File: src/rtl/mcu_pwm_multi_if.sv
// ----------------------------------------------------------------------------
// mcu_pwm_multi_if
// SAM MCU static-memory bus as seen by the PWM block.
//   pwm_ncs        chip select, active-low (asynchronous to pwm_clk)
//   pwm_nwe        write enable, active-low
//   pwm_addr       byte address
//   pwm_sram_data  write data
// master: MCU side (drives everything); slave: PWM block (samples everything).
// ----------------------------------------------------------------------------
interface mcu_pwm_multi_if;
    logic       pwm_ncs;
    logic       pwm_nwe;
    logic [7:0] pwm_addr;
    logic [7:0] pwm_sram_data;

    modport master (output pwm_ncs, output pwm_nwe, output pwm_addr, output pwm_sram_data);
    modport slave  (input  pwm_ncs, input  pwm_nwe, input  pwm_addr, input  pwm_sram_data);
endinterface

File: src/rtl/mcu_pwm_multi.sv
// ----------------------------------------------------------------------------
// mcu_pwm_multi
// Multi-channel PWM generator programmed over the MCU static-memory bus.
// NUM_CH channels share one CNT_WIDTH-bit period counter. Registers are
// written a byte lane at a time (reg = addr[7:2], lane = addr[1:0]):
//   reg 0     CTRL  lane 0: bit0 ENABLE, bit1 COMMIT (self-clearing)
//   reg 1     PERIOD
//   reg 2+n   DUTY[n]
// Build option MCU_PWM_SHADOW_EN:
//   defined   PERIOD/DUTY land in shadow registers; COMMIT arms a transfer
//             to the active set on the next period boundary (all channels
//             atomically, so no runt pulses).
//   undefined PERIOD/DUTY are written straight into the active registers;
//             COMMIT has no effect.
// Ports:
//   pwm_clk          single clock (bus capture and PWM)
//   reset            synchronous, active-high
//   bus              mcu_pwm_multi_if.slave (ncs, nwe, addr, data)
//   pwm_out          PWM outputs, bit n = channel n (registered)
//   pwm_period_tick  one-cycle pulse per period boundary (registered)
// ----------------------------------------------------------------------------
module mcu_pwm_multi #(
    parameter int NUM_CH    = 4,
    parameter int CNT_WIDTH = 24
) (
    input  logic                 pwm_clk,
    input  logic                 reset,
    mcu_pwm_multi_if.slave       bus,
    output logic [NUM_CH-1:0]    pwm_out,
    output logic                 pwm_period_tick
);
    localparam int LANES = CNT_WIDTH / 8;

    typedef logic [CNT_WIDTH-1:0] word_t;
    localparam word_t ONE = word_t'(1);

    // Replace one byte lane of a register value.
    function automatic word_t put_byte(input word_t v, input logic [1:0] ln,
                                       input logic [7:0] b);
        word_t r;
        r = v;
        for (int i = 0; i < LANES; i++) begin
            if (int'(ln) == i) r[i*8 +: 8] = b;
        end
        return r;
    endfunction

    // ---------------- bus capture ----------------
    logic       ncs1_q, nwe1_q, ncs2_q, nwe2_q;
    logic [7:0] addr1_q, data1_q;
    // s1_vld_q: stage 1 holds a real bus sample (not just its reset value).
    // armed_q : stage 1 has seen the bus inactive since reset, so an access
    //           that straddled reset cannot produce a strobe afterwards.
    logic       s1_vld_q, armed_q;
    logic       act1, act2, we;

    always_ff @(posedge pwm_clk) begin
        if (reset) begin
            ncs1_q   <= 1'b1;
            nwe1_q   <= 1'b1;
            ncs2_q   <= 1'b1;
            nwe2_q   <= 1'b1;
            addr1_q  <= '0;
            data1_q  <= '0;
            s1_vld_q <= 1'b0;
            armed_q  <= 1'b0;
        end else begin
            ncs1_q   <= bus.pwm_ncs;
            nwe1_q   <= bus.pwm_nwe;
            addr1_q  <= bus.pwm_addr;
            data1_q  <= bus.pwm_sram_data;
            ncs2_q   <= ncs1_q;
            nwe2_q   <= nwe1_q;
            s1_vld_q <= 1'b1;
            armed_q  <= armed_q | (s1_vld_q & ~act1);
        end
    end

    assign act1 = ~(ncs1_q | nwe1_q);
    assign act2 = ~(ncs2_q | nwe2_q);
    // Rising edge of "active": one strobe per access regardless of length.
    assign we   = act1 & ~act2 & armed_q;

    // ---------------- decode ----------------
    logic [5:0]        idx;
    logic [1:0]        lane;
    logic              lane_ok, wr_ctrl, wr_per;
    logic [NUM_CH-1:0] wr_duty;

    assign idx     = addr1_q[7:2];
    assign lane    = addr1_q[1:0];
    assign lane_ok = (int'(lane) < LANES);
    assign wr_ctrl = we & (idx == 6'd0) & (lane == 2'd0);
    assign wr_per  = we & lane_ok & (idx == 6'd1);

    always_comb begin
        for (int n = 0; n < NUM_CH; n++) begin
            wr_duty[n] = we & lane_ok & (int'(idx) == n + 2);
        end
    end

    // ---------------- state ----------------
    logic                            en_q, en_d;
    word_t                           cnt_q, cnt_d;
    word_t                           per_a_q, per_a_d;
    logic [NUM_CH-1:0][CNT_WIDTH-1:0] duty_a_q, duty_a_d;
    logic [NUM_CH-1:0]               out_d;
    logic                            tick_d;
    logic                            run, bnd;

`ifdef MCU_PWM_SHADOW_EN
    logic                            pend_q, pend_d, commit;
    word_t                           per_s_q, per_s_d;
    logic [NUM_CH-1:0][CNT_WIDTH-1:0] duty_s_q, duty_s_d;
`endif

    always_comb begin
        run = en_q & (per_a_q != '0);
        // Stopped counter: every cycle is a boundary so a commit lands at once.
        bnd = ~run | (cnt_q == per_a_q - ONE);
        cnt_d = bnd ? '0 : cnt_q + ONE;
        en_d  = wr_ctrl ? data1_q[0] : en_q;
`ifdef MCU_PWM_SHADOW_EN
        commit   = bnd & pend_q;
        // A COMMIT write wins over the clear of a transfer in the same edge.
        pend_d   = (wr_ctrl & data1_q[1]) | (pend_q & ~commit);
        per_s_d  = wr_per ? put_byte(per_s_q, lane, data1_q) : per_s_q;
        per_a_d  = commit ? per_s_q : per_a_q;
        duty_s_d = duty_s_q;
        duty_a_d = commit ? duty_s_q : duty_a_q;
        for (int n = 0; n < NUM_CH; n++) begin
            if (wr_duty[n]) duty_s_d[n] = put_byte(duty_s_q[n], lane, data1_q);
        end
`else
        per_a_d  = wr_per ? put_byte(per_a_q, lane, data1_q) : per_a_q;
        duty_a_d = duty_a_q;
        for (int n = 0; n < NUM_CH; n++) begin
            if (wr_duty[n]) duty_a_d[n] = put_byte(duty_a_q[n], lane, data1_q);
        end
`endif
        for (int n = 0; n < NUM_CH; n++) begin
            out_d[n] = run & (cnt_q < duty_a_q[n]);
        end
        tick_d = bnd & run;
    end

    always_ff @(posedge pwm_clk) begin
        if (reset) begin
            en_q            <= 1'b0;
            cnt_q           <= '0;
            per_a_q         <= '0;
            duty_a_q        <= '0;
            pwm_out         <= '0;
            pwm_period_tick <= 1'b0;
`ifdef MCU_PWM_SHADOW_EN
            pend_q          <= 1'b0;
            per_s_q         <= '0;
            duty_s_q        <= '0;
`endif
        end else begin
            en_q            <= en_d;
            cnt_q           <= cnt_d;
            per_a_q         <= per_a_d;
            duty_a_q        <= duty_a_d;
            pwm_out         <= out_d;
            pwm_period_tick <= tick_d;
`ifdef MCU_PWM_SHADOW_EN
            pend_q          <= pend_d;
            per_s_q         <= per_s_d;
            duty_s_q        <= duty_s_d;
`endif
        end
    end
endmodule
File: src/flat_wrapper.sv
// flat-port wrapper written by rule: the top's interface ports become plain ports
module mcu_pwm_multi_flat 
#(
    parameter int NUM_CH    = 4,
    parameter int CNT_WIDTH = 24
)
  (pwm_clk, reset, pwm_out, pwm_period_tick, bus_pwm_ncs, bus_pwm_nwe, bus_pwm_addr, bus_pwm_sram_data);
  mcu_pwm_multi_if bus_i ();
  input  logic pwm_clk;
  input  logic reset;
  output logic [NUM_CH-1:0] pwm_out;
  output logic pwm_period_tick;
  input wire logic [$bits(bus_i.pwm_ncs)-1:0] bus_pwm_ncs;
  input wire logic [$bits(bus_i.pwm_nwe)-1:0] bus_pwm_nwe;
  input wire logic [$bits(bus_i.pwm_addr)-1:0] bus_pwm_addr;
  input wire logic [$bits(bus_i.pwm_sram_data)-1:0] bus_pwm_sram_data;
  assign bus_i.pwm_ncs = bus_pwm_ncs;
  assign bus_i.pwm_nwe = bus_pwm_nwe;
  assign bus_i.pwm_addr = bus_pwm_addr;
  assign bus_i.pwm_sram_data = bus_pwm_sram_data;
  mcu_pwm_multi #(.NUM_CH(NUM_CH), .CNT_WIDTH(CNT_WIDTH)) u_core (.pwm_clk(pwm_clk), .reset(reset), .bus(bus_i), .pwm_out(pwm_out), .pwm_period_tick(pwm_period_tick));
endmodule
File: config.mk
export PLATFORM = sky130hd
export DESIGN_NAME = mcu_pwm_multi_flat
export DESIGN_NICKNAME = d
export VERILOG_FILES = /design/src/rtl/mcu_pwm_multi_if.sv /design/src/rtl/mcu_pwm_multi.sv /design/src/flat_wrapper.sv
export SDC_FILE = /design/constraint.sdc
export NUM_CORES = 1
export LEC_CHECK = 0
export ABC_CLOCK_PERIOD_IN_PS = 3300
export BUFFER_PORTS_ARGS = -buffer_cell sky130_fd_sc_hd__buf_2
export CAP_MARGIN = 20
export CORE_UTILIZATION = 57
export CTS_CLUSTER_DIAMETER = 200
export DETAILED_ROUTE_END_ITERATION = 16
export GPL_TIMING_DRIVEN = 0
export PLACE_DENSITY = 0.77
export SYNTH_ARGS = -nofsm -noshare
export SYNTH_HDL_FRONTEND = slang
export SYNTH_SLANG_ARGS = --single-unit
File: constraint.sdc
create_clock -name pwm_clk -period 3.3 [get_ports pwm_clk]
set_clock_uncertainty 0.05 [all_clocks]
set_input_delay 0.66 -clock pwm_clk [delete_from_list [all_inputs] [get_ports pwm_clk]]
set_output_delay 0.66 -clock pwm_clk [all_outputs]
set_load 0.1 [all_outputs]
# == After elaboration in Yosys (flattened, before gate mapping) ==
# Index checks and enable logic that the tools add are counted.
# classes
addsub,2
n_lt_le_gt_ge,5
n_eq_ne,8
muxes,1
bitwise_logic,23
reduce_logical,20
# ops
op,n
24-bit < comparator,4
2-bit AND reduction,15
"24-bit by 1-bit adder with 24-bit output, second input constant",1
24-bit equality test,1
24-bit nonzero test,1
"24-bit by 1-bit subtractor with 24-bit output, second input constant",1
1-bit AND,17
"6-bit by 3-bit equality test with 1-bit output, second input constant",2
"6-bit by 4-bit equality test with 1-bit output, second input constant",2
"6-bit by 1-bit equality test with 1-bit output, second input constant",1
6-bit logical NOT,1
"2-bit equality test, second input constant",2
2-bit logical NOT,2
1-bit OR,4
"2-bit < comparator, second input constant",1
1-bit NOT,2
2-bit OR reduction,1
1-bit 2-to-1 mux,1
# word_totals
regBits,172
inputBits,20
out_inout_bits,5
elab_cells,86

# == Depth between registers and ports, before layout ==
# Gate-level depths: netlist of the first run.
# depth
ltp_word,7
depth_mapped,11
depth_no_buf,9

# == Worst setup path before layout of the first run ==
# OpenSTA, ideal clock, no wires.
# synth_path
path_type,register -> register
startpoint,reg u_core.per_a_q[2]
endpoint,reg u_core.cnt_q[20]
setup_time_ps,115
t_arrival_ps,2953
required_ps,3135
path_slack_ps,182
path_stages_with_launch,12
n_path_buf,4
period_less_slack_ps,3118
cell_sequence,dfxtp_1 buf_6 or4_1 buf_2 or4_1 buf_2 or3_1 a211oi_2 nand4_1 o41ai_4 buf_6 nor2_2
# synth_between
elab_chain_cells,5
elab_cells_between_ends,7
classes_between,1 x add/sub; 1 x eq/ne; 3 x bitwise; 2 x reduce/logical
# synth_lines
element,line_no,source
"start, declared",mcu_pwm_multi.sv:105,"word_t per_a_q, per_a_d;"
"start signal, assigned",mcu_pwm_multi.sv:163,per_a_q <= per_a_d;
branches (longest 3 deep; another with 24-bit by 1-bit subtractor with 24-bit output),--,
1-bit OR (*),mcu_pwm_multi.sv:120,bnd = ~run | (cnt_q == per_a_q - ONE);
2-bit OR reduction (no line) (*),--,
"end signal, assigned",mcu_pwm_multi.sv:162,cnt_q <= cnt_d;
"end, declared",mcu_pwm_multi.sv:104,"word_t cnt_q, cnt_d;"
# Mark *: on every way between the ends.
# A chain may end at the register's enable or synchronous reset.

# == Worst setup path after layout of the first run ==
# layout_path
startpoint,reg u_core.per_a_q[2]
endpoint,reg u_core.cnt_q[15]
# The elaborated chain is that of the path after synthesis.

==> impl_metrics.env, run 1 <==
export IMPL_status="finished clean"
export IMPL_whs_ns=0.348
export IMPL_report_final_slew_viol_count=0
export IMPL_leakage_nw=4.57
export IMPL_finalCritPeriodShare_pct=98.5
export IMPL_layout_common_cells="dfxtp_1, nor2_1, mux2i_1, inv_1, ha_1"
export IMPL_power_density_mw_per_mm2=406
export IMPL_fin_crit_ns=3.25
export IMPL_post_route_drc_count=0
export IMPL_layout_commonest_cell="dfxtp_1"
export IMPL_placed_area_sq_mm=0.00976
export IMPL_rsz0062_at_grt="no"
export IMPL_start_util_pct=58.7
export IMPL_via_count=7765
export IMPL_dp_cells=1295
export IMPL_cts_buffers=17
export IMPL_r2r_end="u_core.cnt_q[15]$_SDFF_PP0_"
export IMPL_final_cells=1338
export IMPL_critPathKind="register to register"
export IMPL_worstPathCellList="buf_6 > or4_4 > buf_6 > or4_4 > or3_4 > a211oi_2 > nand4_1 > o41ai_4 > buf_4 > buf_4 > nor2_2"
export IMPL_areaGrowthSynthToFinish_pct=12.4
export IMPL_synth_edf_count=0
export IMPL_cp_arrival_ns=3.54
export IMPL_grt_ovfl_total=0
export IMPL_portBuffers=23
export IMPL_setup_slack_ns=0.0511
export IMPL_cts_sinks=172
export IMPL_critPathCaptureType="register"
export IMPL_maxCapViolations=0
export IMPL_yosysUniqueCellTypes=52
export IMPL_hold_viol=0
export IMPL_synth_top_area_cell="dfxtp_1"
export IMPL_final_cell_area_sq_mm=0.0105
export IMPL_cts_root_buf="clkbuf_16"
export IMPL_clkSlewWorstSetupHoldPaths_ns=0.08
export IMPL_cp_max_fo=7
export IMPL_ir_drop_v=0.000384
export IMPL_ys_ff_latch=172
export IMPL_hold_end="u_core.ncs1_q$_SDFF_PP1_"
export IMPL_synthCells=1055
export IMPL_synthTopCellsByArea="dfxtp_1, ha_1, mux2i_1, nor2_1, inv_1"
export IMPL_totalPowerFinal_mw=4.27
export IMPL_rr_worst_depth=11
export IMPL_antenna_found_initial=1
export IMPL_max_freq_mhz=308
export IMPL_setup_viol=0
export IMPL_drive_gt1_share_pct=9.90
export IMPL_drtPass1Iterations=5
export IMPL_fin_tns_setup_ns=0
export IMPL_synth_top_area_share_pct=36.8
export IMPL_die_area_sq_mm=0.0169
export IMPL_hold_path_class="input pin to register"
export IMPL_startpoint_type="register"
export IMPL_nets=1223
export IMPL_avgRoutedWirePerCell_microns=18.6
export IMPL_async_flop_share_pct=0
export IMPL_final_util_pct=66.0
export IMPL_grt_pass1_wl_microns=39200
export IMPL_drt_iter0_drc=610
export IMPL_cp_slowest_cell="or4_4"
export IMPL_synthesis_nets=1170
export IMPL_r2r_start="u_core.per_a_q[2]$_SDFFE_PP0P_"
export IMPL_worstHoldStart="bus_pwm_ncs"
export IMPL_clock_latency_ns=0.45
export IMPL_gr_usage_all_layers_pct=31.3
export IMPL_ff2ff_setup_slack_ns=0.05
export IMPL_hpwl_microns=17100
export IMPL_synth_warning_count=0
export IMPL_critPathMaxStageDelay_ns=0.47
export IMPL_dp_slack_ns=-0.248
export IMPL_tightest_slew_ns=1.05
export IMPL_routed_wl_microns=24900
export IMPL_syn_area_sq_mm=0.00936
export IMPL_die_width_microns=130
export IMPL_maxSlewHeadroom_pct=29.7
export IMPL_cts_tree="done"
export IMPL_whs_path_depth=2
export IMPL_coreArea_sq_mm=0.0159
export IMPL_die_h_microns=130
export IMPL_via_per_inst=5.80
export IMPL_synth_avg_cell_area_sq_um=8.88
export IMPL_rows=46
export IMPL_synth_top_flop_cell="dfxtp_1"
export IMPL_grt_max_degree=21
export IMPL_cp_required_ns=3.59
export IMPL_grt_pass1_vias=7491
export IMPL_h_tree_depth=4
export IMPL_drtAntennaViolNets=0
export IMPL_ios=25
export IMPL_gp_congestion=0.931
export IMPL_clockBufferDepth=2
export IMPL_synth_seq_area_share_pct=36.8
[worst max-delay path by stage]
| stage | start | endpoint | slack (ns) |
|---|---|---|---|
| after CTS | u_core.per_a_q[2]$_SDFFE_PP0P_ | u_core.cnt_q[0]$_SDFF_PP0_ | 0.007 |
| after global placement | u_core.per_a_q[4]$_SDFFE_PP0P_ | u_core.cnt_q[0]$_SDFF_PP0_ | -0.21 |
| after detailed placement | u_core.per_a_q[4]$_SDFFE_PP0P_ | u_core.cnt_q[0]$_SDFF_PP0_ | -0.25 |
| final | u_core.per_a_q[2]$_SDFFE_PP0P_ | u_core.cnt_q[15]$_SDFF_PP0_ | 0.05 |
| after global routing | u_core.per_a_q[2]$_SDFFE_PP0P_ | u_core.cnt_q[15]$_SDFF_PP0_ | 0.02 |
| after floorplan | u_core.per_a_q[2]$_SDFFE_PP0P_ | u_core.cnt_q[20]$_SDFF_PP0_ | 0.18 |
[critical path: cells and delay by family (launching register included)]
| kind | cells | cell delay [ns] |
|---|---|---|
| AO/OA/AOI/OAI | 2 | 0.57 |
| buffers and inverters | 4 | 0.62 |
| flip-flops | 1 | 0.31 |
| AND/OR/NAND/NOR | 5 | 1.60 |
[cell type report]
type | instances | area [sq um]
diodes | 1 | 2.50
plain buffers | 42 | 196
clock buffers | 17 | 425
clock inverters | 15 | 189
fillers | 1317 | 5420
inverters | 104 | 390
multi-input cells | 736 | 5380
flip-flops and latches | 172 | 3450
well taps | 216 | 270
repair buffers | 35 | 229
[power by group]
group	leakage (nW)	switching (mW)	internal, mW
clock	0.299	1.01	1.04
combinational	2.88	0.0893	0.0296
sequential	1.39	0.0174	2.09
[what timing repair did]
item	in CTS	in global routing
gates resized for setup	12	7
pin swaps	3	5
setup endpoints to repair	24	32
hold buffers	0	0
buffers inserted	8	1
gates cloned	2	0
[synthesized netlist by cell type, drive strengths merged, types with 7 or more instances]
library cell    n
nand3          23
nor3           13
o21ai          29
nor2          174
ha             95
nand2          35
and3            7
inv           104
a21o           24
dfxtp         172
a211oi         10
nor2b          31
xnor2          27
xor2           24
a21oi          30
nand4          30
clkbuf         37
mux2i         114
[sequential cells by signal, indices dropped and copies added, names as in the netlist]
register                flops
u_core.addr1_q              8
u_core.armed_q              1
u_core.cnt_q               24
u_core.data1_q              8
u_core.duty_a_q            96
u_core.en_q                 1
u_core.ncs1_q               1
u_core.ncs2_q               1
u_core.nwe1_q               1
u_core.nwe2_q               1
u_core.per_a_q             24
u_core.pwm_out              4
u_core.pwm_period_tick      1
u_core.s1_vld_q             1
[routing by layer]
metal,routed length [microns],GRT usage (%),vias to the layer above
met5,0,0,-
met4,1280,17.5,0
met3,1550,5.17,88
met2,11600,52.5,277
met1,10500,38.3,3680
li1,-,-,3720
[kinds of logic after synthesis]
group	synth area share (%)
mux	12.2
fa+ha+maj	12.7
compound gates	9.17
buf+inv	6.16
flops	36.8
xor+xnor	4.77
simple gates	18.3
(Power assumes the default switching activity.)
==> run 2: changes to the inputs <==
CAP_MARGIN = 40   (was 20)
SETUP_SLACK_MARGIN = 0.1   (was unset)
==> impl_metrics.env, run 2 (synthesized netlist as in run 1, its figures left out) <==
export IMPL_status="finished clean"
export IMPL_rows=46
export IMPL_layout_commonest_cell="dfxtp_1"
export IMPL_cts_tree="done"
export IMPL_cp_required_ns=3.58
export IMPL_rsz0062_at_grt="yes"
export IMPL_portBuffers=23
export IMPL_crit_family="simple AND/OR/NAND/NOR gates"
export IMPL_drtAntennaViolNets=0
export IMPL_routed_wl_microns=25300
export IMPL_power_density_mw_per_mm2=395
export IMPL_die_h_microns=130
export IMPL_hold_buffers=0
export IMPL_ios=25
export IMPL_cp_max_fo=6
export IMPL_critPathMaxStageDelay_ns=0.53
export IMPL_clockBufferDepth=2
export IMPL_post_route_drc_count=0
export IMPL_avgRoutedWirePerCell_microns=18.8
export IMPL_worstPathCellList="or4_4 > buf_6 > or4_4 > buf_6 > buf_6 > or3_4 > a22oi_2 > nand4_1 > o41ai_4 > buf_6 > buf_6 > buf_8 > nor2_2"
export IMPL_dp_cells=1301
export IMPL_drt_iter0_drc=548
export IMPL_cp_arrival_ns=3.57
export IMPL_cts_buffers=17
export IMPL_layout_common_cells="dfxtp_1, nor2_1, mux2i_1, inv_1, ha_1"
export IMPL_grt_pass1_vias=7413
export IMPL_gr_usage_all_layers_pct=31.5
export IMPL_cp_common_cell="buf_6"
export IMPL_fin_crit_ns=3.29
export IMPL_leakage_nw=4.63
export IMPL_via_per_inst=5.76
export IMPL_cp_num_buf_inv=6
export IMPL_setup_slack_ns=0.0104
export IMPL_h_tree_depth=4
export IMPL_top_register="u_core.duty_a_q"
export IMPL_final_util_pct=67.0
export IMPL_critPathCaptureType="register"
export IMPL_max_freq_mhz=304
export IMPL_via_count=7763
export IMPL_grt_pass1_wl_microns=39200
export IMPL_nets=1234
export IMPL_maxCapViolations=0
export IMPL_coreArea_sq_mm=0.0159
export IMPL_hold_path_class="input pin to register"
export IMPL_die_width_microns=130
export IMPL_layout_top_registers="u_core.duty_a_q x96, u_core.cnt_q x24, u_core.per_a_q x24"
export IMPL_drtPass1Iterations=5
export IMPL_hpwl_microns=17400
export IMPL_setup_viol=0
export IMPL_startpoint_type="register"
export IMPL_cp_slowest_cell="or4_4"
export IMPL_die_area_sq_mm=0.0169
export IMPL_antennaDiodeCount=0
export IMPL_start_util_pct=58.7
export IMPL_ir_drop_v=0.000395
export IMPL_antenna_found_initial=0
export IMPL_clkSlewWorstSetupHoldPaths_ns=0.07
export IMPL_maxSlewHeadroom_pct=37.3
export IMPL_cts_root_buf="clkbuf_16"
export IMPL_grt_max_degree=20
export IMPL_report_final_slew_viol_count=0
export IMPL_finalCritPeriodShare_pct=99.7
export IMPL_dp_slack_ns=-0.224
export IMPL_grt_ovfl_total=0
export IMPL_gp_congestion=0.931
export IMPL_hold_viol=0
export IMPL_tightest_slew_ns=0.940
export IMPL_areaGrowthSynthToFinish_pct=14.2
export IMPL_final_cells=1348
export IMPL_largest_register_ff_count=96
export IMPL_drive_gt1_share_pct=11.5
export IMPL_nFillCells=1267
export IMPL_cts_sinks=172
export IMPL_critPathKind="register to register"
export IMPL_clock_latency_ns=0.44
-- run 2: cell types whose count changed in the layout (fill, tap and decap cells not counted), moves of 3 or more --
| cell | delta |
|---|---|
| buf_4 | +3 |
| buf_6 | +6 |
| nor2_2 | -7 |
| nor2_4 | +10 |
| clkinv_8 | -3 |
| nor2_1 | -3 |
| clkinv_4 | +3 |
-- run 2: worst reg2reg max path: cells and delay by family, from the launching register on --
family | cells | cell delay (ns)
flip-flops | 1 | 0.37
AO/OA/AOI/OAI | 2 | 0.43
AND/OR/NAND/NOR | 5 | 1.56
buffers and inverters | 6 | 0.77
-- run 2: layout make-up --
type,instances,area [sq um],share of cell area [%]
multi-input cells,736,5450,51.0
flip-flops and latches,172,3450,32.3
clock buffers,17,425,3.98
inverters,104,390,3.65
repair buffers,46,343,3.21
well taps,216,270,2.53
plain buffers,42,193,1.80
clock inverters,15,168,1.57
-- run 2: per-layer routing --
layer | share of wire [%] | track usage, %
met5 | 0 | 0
met4 | 5.5 | 18.2
met3 | 7.1 | 7.46
met2 | 46 | 51.6
met1 | 42 | 37.9
-- run 2: path summary, 6_finish.rpt --
check / startpoint / end / slack [ns] / depth (start not counted)
setup reg to reg: u_core.per_a_q[0]$_SDFFE_PP0P_ / u_core.cnt_q[11]$_SDFF_PP0_ / 0.01 / 13
hold / removal: bus_pwm_ncs / u_core.ncs1_q$_SDFF_PP1_ / 0.35 / 2
setup / recovery: u_core.per_a_q[0]$_SDFFE_PP0P_ / u_core.cnt_q[11]$_SDFF_PP0_ / 0.01 / 13
hold reg to reg: u_core.nwe1_q$_SDFF_PP1_ / u_core.nwe2_q$_SDFF_PP1_ / 0.39 / 1
-- run 2: stage by stage --
step | hold WS (ns) | setup TNS (ns) | instance area (sq um) | power [mW]
2_1_floorplan | 0.358 | 0 | 9360 | 2.21
3_3_place_gp | 0.370 | -3.97 | 9750 | 2.27
3_5_place_dp | 0.381 | -4.24 | 9820 | 2.27
4_1_cts | 0.343 | 0 | 10600 | 4.24
5_1_grt | 0.336 | -0.245 | 10700 | 4.34
6_report | 0.349 | 0 | 10700 | 4.23
-- run 2: what timing repair did --
item / in CTS / in global routing
setup endpoints to repair: 24 / 25
cloned: 2 / 0
setup buffers: 11 / 2
resized for setup: 14 / 30
pin swaps: 10 / 15
-- run 2: where the power goes --
group / switching, mW / internal (mW) / leakage (nW)
sequential: 0.0172 / 2.09 / 1.39
combinational: 0.0898 / 0.0332 / 2.95
clock: 0.979 / 1.02 / 0.288
